<file path="src/rtl/vend_pkg.sv">
// Shared types and helpers for the vending-machine sequencer.
// Coin-by-coin change payout is enabled with VEND_COIN_CHANGE_EN.
package vend_pkg;

    // Sequencer states
    typedef enum logic [2:0] {
        ST_IDLE     = 3'd0,
        ST_CREDIT   = 3'd1,
        ST_CHECK    = 3'd2,
        ST_DISPENSE = 3'd3,
        ST_REFUND   = 3'd4,
        ST_CHANGE   = 3'd5
    } vend_state_e;

    // Front-panel coin codes
    localparam logic [1:0] COIN_5C   = 2'd0;
    localparam logic [1:0] COIN_10C  = 2'd1;
    localparam logic [1:0] COIN_25C  = 2'd2;
    localparam logic [1:0] COIN_100C = 2'd3;

    // Face value in cents of a coin code
    function automatic logic [7:0] coin_value(input logic [1:0] code);
        logic [7:0] val;
        case (code)
            COIN_5C:   val = 8'd5;
            COIN_10C:  val = 8'd10;
            COIN_25C:  val = 8'd25;
            COIN_100C: val = 8'd100;
            default:   val = 8'd0;
        endcase
        return val;
    endfunction

endpackage

</file>
<file path="src/rtl/vend_change_gen.sv">
// Greedy change payout: issues one pulse per 25c/10c/5c coin, largest first,
// with PULSE_GAP-1 idle cycles after each pulse. Used only when
// VEND_COIN_CHANGE_EN is defined.
module vend_change_gen #(
    parameter int PULSE_GAP = 4
) (
    input  logic       clk,
    input  logic       rst_n,
    input  logic       start_i,
    input  logic [7:0] amount_i,
    output logic       coin_q_o,
    output logic       coin_d_o,
    output logic       coin_n_o,
    output logic       done_o,
    output logic [7:0] total_o
);
    import vend_pkg::*;

    localparam int GW = (PULSE_GAP > 2) ? $clog2(PULSE_GAP) : 1;

    logic          active_q;
    logic [7:0]    rem_q;
    logic [7:0]    total_q;
    logic [GW-1:0] gap_q;
    logic          coin_q_q;
    logic          coin_d_q;
    logic          coin_n_q;
    logic          done_q;
    logic [7:0]    total_out_q;

    logic          pick_q_d;
    logic          pick_d_d;
    logic          pick_n_d;
    logic [7:0]    rem_d;

    // Choose the largest coin that still fits into the remainder
    always_comb begin
        pick_q_d = 1'b0;
        pick_d_d = 1'b0;
        pick_n_d = 1'b0;
        rem_d    = rem_q;
        if (rem_q >= 8'd25) begin
            pick_q_d = 1'b1;
            rem_d    = rem_q - 8'd25;
        end else if (rem_q >= 8'd10) begin
            pick_d_d = 1'b1;
            rem_d    = rem_q - 8'd10;
        end else if (rem_q >= 8'd5) begin
            pick_n_d = 1'b1;
            rem_d    = rem_q - 8'd5;
        end
    end

    // Payout sequencer; a remainder below 5c cannot be paid in coins and ends the run
    always_ff @(posedge clk or negedge rst_n) begin
        if (!rst_n) begin
            active_q    <= 1'b0;
            rem_q       <= '0;
            total_q     <= '0;
            gap_q       <= '0;
            coin_q_q    <= 1'b0;
            coin_d_q    <= 1'b0;
            coin_n_q    <= 1'b0;
            done_q      <= 1'b0;
            total_out_q <= '0;
        end else begin
            coin_q_q    <= 1'b0;
            coin_d_q    <= 1'b0;
            coin_n_q    <= 1'b0;
            done_q      <= 1'b0;
            total_out_q <= '0;
            // Gap keeps counting across runs so back-to-back payouts stay spaced
            if (gap_q != '0) begin
                gap_q <= gap_q - GW'(1);
            end
            if (start_i) begin
                active_q <= 1'b1;
                rem_q    <= amount_i;
                total_q  <= amount_i;
            end else if (active_q && (gap_q == '0)) begin
                coin_q_q <= pick_q_d;
                coin_d_q <= pick_d_d;
                coin_n_q <= pick_n_d;
                rem_q    <= rem_d;
                if (pick_q_d || pick_d_d || pick_n_d) begin
                    gap_q <= GW'(PULSE_GAP - 1);
                end
                if (rem_d < 8'd5) begin
                    active_q    <= 1'b0;
                    done_q      <= 1'b1;
                    total_out_q <= total_q;
                end
            end
        end
    end

    assign coin_q_o = coin_q_q;
    assign coin_d_o = coin_d_q;
    assign coin_n_o = coin_n_q;
    assign done_o   = done_q;
    assign total_o  = total_out_q;

endmodule

</file>
<file path="src/rtl/vend_ctrl.sv">
// Vending-machine sequencer: coin credit, selection latch, price check,
// dispense timing, change and refund. Define VEND_COIN_CHANGE_EN to pay
// change as individual 25c/10c/5c pulses instead of a single lump value.
module vend_ctrl #(
    parameter int CREDIT_MAX = 255,
    parameter int DISP_LEN   = 3
`ifdef VEND_COIN_CHANGE_EN
    ,
    parameter int PULSE_GAP  = 4
`endif
) (
    input  logic       clk,
    input  logic       rst_n,
    input  logic       coin_valid,
    input  logic [1:0] coin_code,
    input  logic       sel_pulse,
    input  logic       cancel,
    input  logic [2:0] item_sel,
    input  logic [7:0] item_cost,
    output logic [2:0] item_sel_q,
    output logic [7:0] credit,
    output logic       dispense,
    output logic       short_fund,
    output logic       coin_reject,
    output logic       change_valid,
    output logic [7:0] change_amt,
`ifdef VEND_COIN_CHANGE_EN
    output logic       coin_q,
    output logic       coin_d,
    output logic       coin_n,
`endif
    output logic       busy
);
    import vend_pkg::*;

    localparam int DCW = (DISP_LEN > 2) ? $clog2(DISP_LEN) : 1;

    vend_state_e    state_q;
    logic [7:0]     credit_q;
    logic [7:0]     change_q;
    logic [DCW-1:0] disp_cnt_q;
    logic           dispense_q;
    logic           short_fund_q;
    logic           coin_reject_q;
`ifdef VEND_COIN_CHANGE_EN
    logic           chg_start_q;
    logic           chg_done;
    logic [7:0]     chg_total;
`else
    logic           change_valid_q;
    logic [7:0]     change_amt_q;
`endif

    logic [8:0]     coin_sum_d;
    logic           coin_open_d;
    logic           coin_ok_d;
    logic [7:0]     credit_d;

    // Coin acceptance: 9-bit sum so an overflow is refused rather than wrapped
    always_comb begin
        coin_sum_d  = {1'b0, credit_q} + {1'b0, coin_value(coin_code)};
        coin_open_d = (state_q == ST_IDLE) || (state_q == ST_CREDIT);
        coin_ok_d   = coin_valid && coin_open_d && (coin_sum_d <= 9'(CREDIT_MAX));
        credit_d    = coin_ok_d ? coin_sum_d[7:0] : credit_q;
    end

    // Main sequencer with registered outputs
    always_ff @(posedge clk or negedge rst_n) begin
        if (!rst_n) begin
            state_q        <= ST_IDLE;
            credit_q       <= '0;
            change_q       <= '0;
            disp_cnt_q     <= '0;
            item_sel_q     <= '0;
            dispense_q     <= 1'b0;
            short_fund_q   <= 1'b0;
            coin_reject_q  <= 1'b0;
`ifdef VEND_COIN_CHANGE_EN
            chg_start_q    <= 1'b0;
`else
            change_valid_q <= 1'b0;
            change_amt_q   <= '0;
`endif
        end else begin
            short_fund_q   <= 1'b0;
            coin_reject_q  <= coin_valid && !coin_ok_d;
`ifdef VEND_COIN_CHANGE_EN
            chg_start_q    <= 1'b0;
`else
            change_valid_q <= 1'b0;
            change_amt_q   <= '0;
`endif
            case (state_q)
                ST_IDLE: begin
                    credit_q <= credit_d;
                    if (coin_ok_d) begin
                        state_q <= ST_CREDIT;
                    end
                end
                ST_CREDIT: begin
                    // A same-cycle coin is already folded into credit_d
                    credit_q <= credit_d;
                    if (cancel) begin
                        if (credit_d != '0) begin
                            state_q <= ST_REFUND;
                        end
                    end else if (sel_pulse) begin
                        item_sel_q <= item_sel;
                        state_q    <= ST_CHECK;
                    end
                end
                ST_CHECK: begin
                    if (credit_q >= item_cost) begin
                        change_q   <= credit_q - item_cost;
                        credit_q   <= '0;
                        dispense_q <= 1'b1;
                        disp_cnt_q <= DCW'(DISP_LEN - 1);
                        state_q    <= ST_DISPENSE;
                    end else begin
                        short_fund_q <= 1'b1;
                        state_q      <= ST_CREDIT;
                    end
                end
                ST_DISPENSE: begin
                    if (disp_cnt_q == '0) begin
                        dispense_q <= 1'b0;
                        if (change_q != '0) begin
                            state_q <= ST_CHANGE;
`ifdef VEND_COIN_CHANGE_EN
                            chg_start_q    <= 1'b1;
`else
                            change_valid_q <= 1'b1;
                            change_amt_q   <= change_q;
`endif
                        end else begin
                            state_q <= ST_IDLE;
                        end
                    end else begin
                        disp_cnt_q <= disp_cnt_q - DCW'(1);
                    end
                end
                ST_REFUND: begin
                    change_q <= credit_q;
                    credit_q <= '0;
                    state_q  <= ST_CHANGE;
`ifdef VEND_COIN_CHANGE_EN
                    chg_start_q    <= 1'b1;
`else
                    change_valid_q <= 1'b1;
                    change_amt_q   <= credit_q;
`endif
                end
                ST_CHANGE: begin
`ifdef VEND_COIN_CHANGE_EN
                    if (chg_done) begin
                        state_q <= ST_IDLE;
                    end
`else
                    state_q <= ST_IDLE;
`endif
                end
                default: state_q <= ST_IDLE;
            endcase
        end
    end

`ifdef VEND_COIN_CHANGE_EN
    // Coin-by-coin payout of change_q, started on entry to CHANGE
    vend_change_gen #(
        .PULSE_GAP (PULSE_GAP)
    ) u_change_gen (
        .clk      (clk),
        .rst_n    (rst_n),
        .start_i  (chg_start_q),
        .amount_i (change_q),
        .coin_q_o (coin_q),
        .coin_d_o (coin_d),
        .coin_n_o (coin_n),
        .done_o   (chg_done),
        .total_o  (chg_total)
    );

    assign change_valid = chg_done;
    assign change_amt   = chg_total;
`else
    assign change_valid = change_valid_q;
    assign change_amt   = change_amt_q;
`endif

    assign credit      = credit_q;
    assign dispense    = dispense_q;
    assign short_fund  = short_fund_q;
    assign coin_reject = coin_reject_q;
    assign busy        = (state_q != ST_IDLE) && (state_q != ST_CREDIT);

endmodule

</file>
<file path="config.mk">
export PLATFORM = sky130hd
export DESIGN_NAME = vend_ctrl
export DESIGN_NICKNAME = d
export VERILOG_FILES = /design/src/rtl/vend_pkg.sv /design/src/rtl/vend_change_gen.sv /design/src/rtl/vend_ctrl.sv
export SDC_FILE = /design/constraint.sdc
export NUM_CORES = 1
export LEC_CHECK = 0
export ABC_AREA = 0
export BUFFER_PORTS_ARGS = -buffer_cell sky130_fd_sc_hd__buf_2
export CORE_MARGIN = 5
export CORE_UTILIZATION = 46
export CTS_BUF_LIST = sky130_fd_sc_hd__clkbuf_2
export CTS_CLUSTER_SIZE = 8
export DETAILED_ROUTE_END_ITERATION = 10
export GPL_ROUTABILITY_DRIVEN = 0
export GPL_TIMING_DRIVEN = 1
export PLACE_DENSITY = 0.73
export SKIP_LAST_GASP = 1
export SLEW_MARGIN = 20
export SYNTH_ARGS = -nofsm -noshare
export SYNTH_HDL_FRONTEND = slang
export SYNTH_SLANG_ARGS = --single-unit
</file>
<file path="constraint.sdc">
create_clock -name clk -period 2.78 [get_ports clk]
set_clock_uncertainty 0.1 [all_clocks]
set_input_delay 0.278 -clock clk [delete_from_list [all_inputs] [get_ports clk]]
set_output_delay 0.278 -clock clk [all_outputs]
set_load 0.005 [all_outputs]
</file>
==> results of run 1 <==
-- registers in the layout (all words and copies together), names as in the netlist, 2 cells and up --
name,count
credit,8
item_sel_q,3
disp_cnt_q,2
change_q,8
change_amt,8
state_q,3
-- cells in the mapped netlist (3+ instances only) --
cell type | number | area (um2)
nor3_1 | 3 | 15.0
a22o_1 | 13 | 114
or3_1 | 3 | 18.8
nor4_1 | 3 | 18.8
buf_6 | 3 | 33.8
or2_2 | 3 | 18.8
ha_1 | 19 | 238
xnor2_1 | 6 | 52.6
nand2b_1 | 5 | 31.3
inv_1 | 21 | 78.8
xor2_1 | 3 | 26.3
o21ai_0 | 14 | 70.1
dfrtp_1 | 36 | 901
and2b_2 | 3 | 26.3
a21oi_1 | 10 | 50.1
o22ai_1 | 3 | 18.8
clkbuf_1 | 5 | 18.8
nor2_1 | 20 | 75.1
nand2_1 | 4 | 15.0
nor2b_1 | 4 | 25.0
a221o_1 | 7 | 70.1
a21o_1 | 3 | 22.5
mux2_2 | 3 | 33.8
nand3_1 | 4 | 20.0
and2_1 | 3 | 18.8
-- through the flow --
stage                     power (mW)  instance area [um2]
after floorplan                 2.15                 2480
after global routing            3.54                 3180
after global placement          2.81                 2980
after detailed placement        2.87                 2980
final                           3.27                 3180
after CTS                       3.17                 3080
-- layer usage --
layer  share of wire  vias to the layer above
met5               0                        -
met4           0.023                        0
met3           0.059                       13
met2            0.51                       67
met1            0.41                     1090
li1                -                     1105
-- power groups by stage --
stage          combinational [mW]  clock, mW  sequential (mW)
2_1_floorplan                1.25          0            0.901
3_3_place_gp                 1.87          0            0.936
3_5_place_dp                 1.93          0            0.943
4_1_cts                      1.99      0.242            0.937
5_1_grt                      2.31      0.257            0.980
6_report                     2.10      0.236            0.941
-- path summary, 6_finish.rpt --
| check | from | to | slack, ns | cells past startpoint |
|---|---|---|---|---|
| max | credit[0]$_DFFE_PN0P_ | state_q[2]$_DFFE_PN0P_ | -0.11 | 9 |
| min | item_sel[2] | item_sel_q[2]$_DFFE_PN0P_ | 0.02 | 2 |
| max reg2reg | credit[0]$_DFFE_PN0P_ | state_q[2]$_DFFE_PN0P_ | -0.11 | 9 |
| min reg2reg | disp_cnt_q[0]$_DFFE_PN0P_ | disp_cnt_q[0]$_DFFE_PN0P_ | 0.42 | 1 |
| max in group asynchronous | rst_n | credit[0]$_DFFE_PN0P_ | 1.67 | 2 |
| min in group asynchronous | rst_n | change_q[5]$_DFFE_PN0P_ | 0.37 | 2 |
-- what timing repair did --
action,4_1_cts,5_1_grt
pin swaps,3,4
resized for setup,4,13
setup buffers,2,4
hold buffers,3,0
setup endpoints to repair,2,17
hold endpoints to repair,38,0
-- final cells by class --
| cell class | instances | share of cell area |
|---|---|---|
| multi-input cells | 185 | 0.479 |
| flip-flops and latches | 36 | 0.284 |
| clock buffers | 7 | 0.0110 |
| repair buffers | 86 | 0.173 |
| inverters | 21 | 0.0248 |
| well taps | 70 | 0.0275 |
| clock inverters | 1 | 0.00118 |
-- cells by family after synthesis --
family                   count (synthesis)  share of synthesized area
AND/OR/NAND/NOR                         69                      0.159
multiplexers                             4                     0.0177
adder cells (fa/ha/maj)                 21                      0.112
buffers and inverters                   31                     0.0580
XOR/XNOR                                 9                     0.0318
flip-flops                              36                      0.363
AO/OA/AOI/OAI                           82                      0.258
-- layout by cell type, fill, tap and decap left out, types with 4 or more instances in the layout --
| cell type | n |
|---|---|
| a22o_1 | 13 |
| a21oi_1 | 8 |
| nand3_1 | 4 |
| a221o_1 | 7 |
| ha_1 | 17 |
| xnor2_1 | 6 |
| nand2_1 | 4 |
| inv_1 | 21 |
| clkbuf_2 | 7 |
| buf_4 | 42 |
| buf_2 | 41 |
| o21ai_0 | 13 |
| dfrtp_1 | 35 |
| a21oi_2 | 4 |
| nor2_1 | 19 |
| nand2b_1 | 5 |
-- worst register-to-register path, cell delays in order, from the launching register on --
cell and delay, ns:
dfrtp_2 0.47, ha_4 0.18, fa_2 0.38, a211o_1 0.33, nand2_2 0.10, a221oi_2 0.07, or3_1 0.37, o31ai_2 0.20
or4b_4 0.49, and2_1 0.15
==> flow_metrics.tcl, run 1 <==
set metrics [dict create \
    grt_pass1_wl_mm 10.3 \
    ant_nets 0 \
    buffer_ports.inserted 41 \
    setup_tns_ns -0.115 \
    startpoint_type "flop" \
    cts.clk_slew.worst_paths_ns 0.18 \
    period_minus_slack_ns 2.89 \
    critPathSlowestCell "or4b_4" \
    fin_crit_sh 1.04 \
    synth-seq-cells 36 \
    worst_ir_drop_vdd_uv 491 \
    diodes 0 \
    pwr-share-clk 0.072 \
    nFillCells 451 \
    pre_cts_slack_ns -0.225 \
    core_um2 5170 \
    overflow 0 \
    power_frac_comb 0.640 \
    syn_area_um2 2480 \
    holdWs_ns 0.0213 \
    routedWlPerCell_um 15.2 \
    netlist_instances 252 \
    avgSynthCellArea_um2 9.84 \
    post-place-cells 389 \
    crit_chain "ha_4 -> fa_2 -> a211o_1 -> nand2_2 -> a221oi_2 -> or3_1 -> o31ai_2 -> or4b_4 -> and2_1" \
    routed_wl_mm 6.15 \
    relSlewSlack 0.498 \
    multi_input_area_um2 1520 \
    power.density_nw_per_um2 1030 \
    fin_ws_ns -0.115 \
    p_leak_nw 1.59 \
    drc 0 \
    gr-usage-all-layers 0.179 \
    ys.flop_type "dfrtp_1" \
    max_freq_ghz 0.345 \
    synthesis.nets 291 \
    synth_cell_types 64 \
    met1_usage 0.219 \
    internal_power_mw 1.89 \
    instances_no_fill 406 \
    yosysSeqAreaShare 0.363 \
    hpwl_mm 4.68 \
    met3_usage 0.0366 \
    slowest_delay_ns 0.49 \
    status "finished with violations" \
    critPathArrivalTime_ns 3.11 \
    start_util 0.479 \
    num_rows 26 \
    required_ns 2.99 \
    path_class "flop to flop" \
    h-tree-depth 2 \
    drv_cap 0 \
    synth_edf_count 0 \
    vias_per_cell 5.60 \
    numCtsBuffers 5 \
    cts_tree "built" \
    met2_usage 0.306 \
    critPathTopFamily "simple AND/OR/NAND/NOR gates" \
    cts_buffer_depth 2 \
    rsz0062_at_grt "yes" \
    cts.sinks 36 \
    worstSkewPairLatency_ns 0.39 \
    hold_viol_final 0 \
    p_switching_mw 1.38 \
    cp_max_fo 3 \
    first_pass_iters 4 \
    seqPwrFrac 0.287 \
    cp-end-kind "flop" \
    slew_viol_final 0 \
    grt_start_max_net_pins 37 \
    violations "setup timing" \
    async_reset_ff_frac 1.00 \
    die_w_um 83.4 \
    sw_frac_of_total 0.423 \
    yosysWarnings 0 \
    nNetsFinal 374 \
    grt_antenna_before_repair 0 \
    chipHeight_um 83.4 \
    cts_root_buffer "clkbuf_2" \
    vias 2275 \
    syn2layout_area_growth_pct 28.3 \
    hold_class "input port to flop" \
    drive_above_1_share 0.387 \
    worst_pin_slew_ns 0.752 \
    ios 42 \
    busiest_layer "met2" \
    setup_viol 1 \
    grt_pass1_vias 2180 \
    final_util 0.615 \
    die_area_um2 6960 \
    critPathBufInv 0 \
    drt_iter0_markers 173 \
    seqCellArea_um2 902 \
]
No activity file was read; power rests on OpenSTA's default activity.
==> run 2: changes to the inputs <==
--- a/config.mk
+++ b/config.mk
@@ -7,6 +7,7 @@
 export LEC_CHECK = 0
 export ABC_AREA = 0
 export BUFFER_PORTS_ARGS = -buffer_cell sky130_fd_sc_hd__buf_2
+export CORE_ASPECT_RATIO = 1.5
 export CORE_MARGIN = 5
 export CORE_UTILIZATION = 46
 export CTS_BUF_LIST = sky130_fd_sc_hd__clkbuf_2
==> flow_metrics.tcl, run 2 (synthesized netlist as in run 1, its figures left out) <==
set metrics [dict create \
    violations "setup timing" \
    worst_pin_slew_ns 0.790 \
    cts_buffer_depth 2 \
    critPathSlowestCell "or4b_4" \
    dpl_cell_area_um2 2980 \
    path_class "flop to flop" \
    cts.sinks 36 \
    numCtsBuffers 5 \
    power_frac_comb 0.647 \
    diodes 0 \
    p_switching_mw 1.40 \
    core_um2 5200 \
    num_rows 32 \
    gr-usage-all-layers 0.182 \
    cts.clk_slew.worst_paths_ns 0.18 \
    fin_ws_ns -0.183 \
    crit_chain "ha_2 -> fa_2 -> a211o_1 -> nand2_2 -> a221oi_4 -> or3_4 -> o31ai_4 -> or4b_4 -> and2_1" \
    start_util 0.476 \
    drt_iter0_markers 124 \
    pwr-share-clk 0.068 \
    status "finished with violations" \
    grt_pass1_wl_mm 10.3 \
    first_pass_iters 4 \
    seqPwrFrac 0.285 \
    final_util 0.612 \
    die_w_um 70.0 \
    vias 2273 \
    setup_viol 2 \
    grt_pass1_vias 2241 \
    grt_antenna_before_repair 0 \
    ios 42 \
    drc 0 \
    h-tree-depth 2 \
    drv_cap 0 \
    required_ns 2.98 \
    worst_ir_drop_vdd_uv 412 \
    internal_power_mw 1.88 \
    nNetsFinal 376 \
    pre_cts_slack_ns -0.255 \
    p_leak_nw 1.59 \
    slew_viol_final 0 \
    rsz0062_at_grt "yes" \
    hpwl_mm 4.77 \
    sw_frac_of_total 0.427 \
    drive_above_1_share 0.401 \
    syn2layout_area_growth_pct 28.4 \
    hold_viol_final 0 \
    routedWlPerCell_um 15.6 \
    critPathArrivalTime_ns 3.16 \
    chipHeight_um 99.9 \
    grt_start_max_net_pins 37 \
    relSlewSlack 0.473 \
    cts_root_buffer "clkbuf_2" \
    cp-end-kind "flop" \
    ant_nets 0 \
    buffer_ports.inserted 41 \
    startpoint_type "flop" \
    layout_commonest_cell "buf_4" \
    hold_class "input port to flop" \
    cts_tree "built" \
    cp_max_fo 4 \
    final_cell_mix "45 x buf_4, 41 x buf_2, 34 x dfrtp_1, 21 x inv_1, 19 x nor2_1" \
    power.density_nw_per_um2 1030 \
    die_area_um2 6990 \
    fin_crit_sh 1.07 \
    routed_wl_mm 6.30 \
    worstSkewPairLatency_ns 0.38 \
    holdWs_ns 0.0249 \
    period_minus_slack_ns 2.96 \
    overflow 0 \
    max_freq_ghz 0.337 \
    vias_per_cell 5.61 \
    slowest_delay_ns 0.49 \
    design_area_um2 3180 \
]
==> run 2: final cells by class <==
class	instances	area, um2
inverters	21	78.8
clock buffers	5	25.0
fillers	460	2020
multi-input cells	185	1520
clock inverters	2	7.51
repair buffers	88	564
flip-flops and latches	36	903
well taps	68	85.1
==> run 2: routing by layer <==
metal  up-vias  share of wire  GRT usage
met3        20          0.032     0.0170
met1      1085           0.40      0.209
met4         0          0.032     0.0590
li1       1108              -          -
met2        60           0.54      0.350
met5         -              0          0
==> run 2: metrics by stage <==
stage | total power, mW | TNS (ns) | instances
final | 3.28 | -0.255 | 405
after global routing | 3.53 | -0.514 | 405
after CTS | 3.19 | -0.173 | 405
after detailed placement | 2.86 | -0.440 | 387
after global placement | 2.81 | -0.306 | 387
after floorplan | 2.15 | 0 | 252
==> run 2: repair_timing <==
item	CTS	global route
gates resized for setup	6	13
hold buffers	1	0
setup endpoints to repair	4	19
pin swaps	2	1
hold endpoints to repair	36	0
buffers inserted	10	3
==> run 2: power by group through the flow <==
stage / sequential [mW] / combinational (mW) / clock (mW)
2_1_floorplan: 0.901 / 1.25 / 0
6_report: 0.937 / 2.12 / 0.222
3_5_place_dp: 0.939 / 1.93 / 0
4_1_cts: 0.929 / 2.04 / 0.226
3_3_place_gp: 0.936 / 1.88 / 0
5_1_grt: 0.969 / 2.32 / 0.245
==> run 2: worst paths after layout <==
check | slack (ns) | startpoint | to | cells past startpoint
setup reg to reg | -0.18 | credit[0]$_DFFE_PN0P_ | state_q[2]$_DFFE_PN0P_ | 9
max in group asynchronous | 1.63 | rst_n | credit[3]$_DFFE_PN0P_ | 2
hold / removal | 0.02 | item_sel[1] | item_sel_q[1]$_DFFE_PN0P_ | 2
setup / recovery | -0.18 | credit[0]$_DFFE_PN0P_ | state_q[2]$_DFFE_PN0P_ | 9
hold reg to reg | 0.41 | disp_cnt_q[0]$_DFFE_PN0P_ | disp_cnt_q[0]$_DFFE_PN0P_ | 1
min in group asynchronous | 0.40 | rst_n | credit[7]$_DFFE_PN0P_ | 2
==> run 2: worst max-delay path, delay by kind of cell, from the launching register on <==
| family | cells | cell delay (ns) |
|---|---|---|
| simple gates | 4 | 1.15 |
| compound gates | 3 | 0.58 |
| fa+ha+maj | 2 | 0.58 |
| flops | 1 | 0.46 |
==> run 3: changes to the inputs <==
--- a/config.mk
+++ b/config.mk
@@ -15,6 +15,7 @@
 export DETAILED_ROUTE_END_ITERATION = 10
 export GPL_ROUTABILITY_DRIVEN = 0
 export GPL_TIMING_DRIVEN = 1
+export MAX_ROUTING_LAYER = met4
 export PLACE_DENSITY = 0.73
 export SKIP_LAST_GASP = 1
 export SLEW_MARGIN = 20
==> flow_metrics.tcl, run 3 (synthesized netlist as in run 1, its figures left out) <==
set metrics [dict create \
    cp-end-kind "flop" \
    worst-r2r-setup-slack_ns -0.18 \
    final_cell_mix "45 x buf_4, 41 x buf_2, 34 x dfrtp_1, 21 x inv_1, 19 x nor2_1" \
    layout_commonest_cell "buf_4" \
    cp_max_fo 4 \
    path_class "flop to flop" \
    seqCellArea_um2 903 \
    hpwl_mm 4.77 \
    first_pass_iters 4 \
    num_rows 32 \
    worst_pin_slew_ns 0.794 \
    slew_viol_final 0 \
    setup.worst_path.start "credit[0]$_DFFE_PN0P_" \
    h-tree-depth 2 \
    relSlewSlack 0.471 \
    routedWlPerCell_um 15.6 \
    holdWs_ns 0.0220 \
    startpoint_type "flop" \
    ios 42 \
    nNetsFinal 376 \
    setup_tns_ns -0.245 \
    routed_wl_mm 6.33 \
    worst_ir_drop_vdd_uv 412 \
    hold_viol_final 0 \
    chipHeight_um 99.9 \
    die_area_um2 6990 \
    ant_nets 0 \
    grt_pass1_wl_mm 10.4 \
    met3_usage 0.0170 \
    period_minus_slack_ns 2.96 \
    fin_crit_sh 1.06 \
    fin_ws_ns -0.180 \
    diodes 0 \
    status "finished with violations" \
    busiest_layer "met2" \
    vias 2294 \
    drc 0 \
    max_freq_ghz 0.338 \
    rr_startpoint "credit[0]$_DFFE_PN0P_" \
    multi_input_area_um2 1520 \
    met2_usage 0.351 \
    rsz0062_at_grt "yes" \
    critPathArrivalTime_ns 3.17 \
    hold_class "input port to flop" \
    cts_tree "built" \
    syn2layout_area_growth_pct 28.4 \
    vias_per_cell 5.66 \
    setup_viol 2 \
    gr-usage-all-layers 0.188 \
    grt_antenna_before_repair 0 \
    grt_pass1_vias 2241 \
    buffer_ports.inserted 41 \
    start_util 0.476 \
    holdPathEnd "item_sel_q[1]$_DFFE_PN0P_" \
    grt_start_max_net_pins 37 \
    whs_path_depth 2 \
    required_ns 2.99 \
    numCtsBuffers 5 \
    cts_root_buffer "clkbuf_2" \
    cts.clk_slew.worst_paths_ns 0.19 \
    drt_iter0_markers 138 \
    overflow 0 \
    cts_buffer_depth 2 \
    drv_cap 0 \
    cts.sinks 36 \
    violations "setup timing" \
    total_power_mw 3.29 \
    nFillCells 460 \
    hold_start "item_sel[1]" \
    die_w_um 70.0 \
    core_um2 5200 \
    met1_usage 0.209 \
    reg2regPathDepth 9 \
    pre_cts_slack_ns -0.255 \
    p_leak_nw 1.59 \
    worstSkewPairLatency_ns 0.38 \
    r2r_end "state_q[2]$_DFFE_PN0P_" \
    power.density_nw_per_um2 1030 \
    final_util 0.612 \
    drive_above_1_share 0.401 \
]
==> run 3: report_power, final <==
group	internal [mW]	switching [mW]
Sequential	0.732	0.204
Clock	0.0519	0.172
Combinational	1.10	1.03
Total	1.88	1.41
==> run 3: how the worst max path moves through the flow <==
stage,to,slack (ns),cells after the start
after floorplan,state_q[2]$_DFFE_PN0P_,0.005,10
after global placement,state_q[2]$_DFFE_PN0P_,-0.21,12
after detailed placement,state_q[2]$_DFFE_PN0P_,-0.26,13
after CTS,state_q[2]$_DFFE_PN0P_,-0.12,9
after global routing,state_q[2]$_DFFE_PN0P_,-0.27,9
final,state_q[2]$_DFFE_PN0P_,-0.18,9
==> run 3: what timing repair did <==
| item | 4_1_cts | 5_1_grt |
|---|---|---|
| gates resized for setup | 6 | 13 |
| hold endpoints to repair | 36 | 0 |
| hold buffers | 1 | 0 |
| pin swaps | 2 | 1 |
| setup endpoints to repair | 4 | 19 |
| setup buffers | 10 | 3 |
==> run 3: stage by stage <==
stage	area, um2	std cells
floorplan	2480	252
global placement	2980	387
detailed placement	2980	387
CTS	3120	405
global route	3180	405
finish	3180	405
==> run 3: worst max-delay path, cell delays in order, from the launching register on <==
cell,delay [ns]
dfrtp_1,0.46
ha_2,0.21
fa_2,0.37
a211o_1,0.31
nand2_2,0.11
a221oi_4,0.08
or3_4,0.40
o31ai_4,0.20
or4b_4,0.49
and2_1,0.15
==> run 3: final cells by class <==
class                      instances  area share
clock buffer                       5     0.00786
clock inverter                     2     0.00236
inverter                          21      0.0248
multi-input combinational        185       0.477
sequential                        36       0.284
tap                               68      0.0267
timing repair buffer              88       0.177
==> run 3: metal layers <==
metal  vias to the layer above  routed length, um
met5                         -                  0
met4                         0                180
met3                        19                201
met2                        64               3420
met1                      1108               2520
li1                       1103                  -
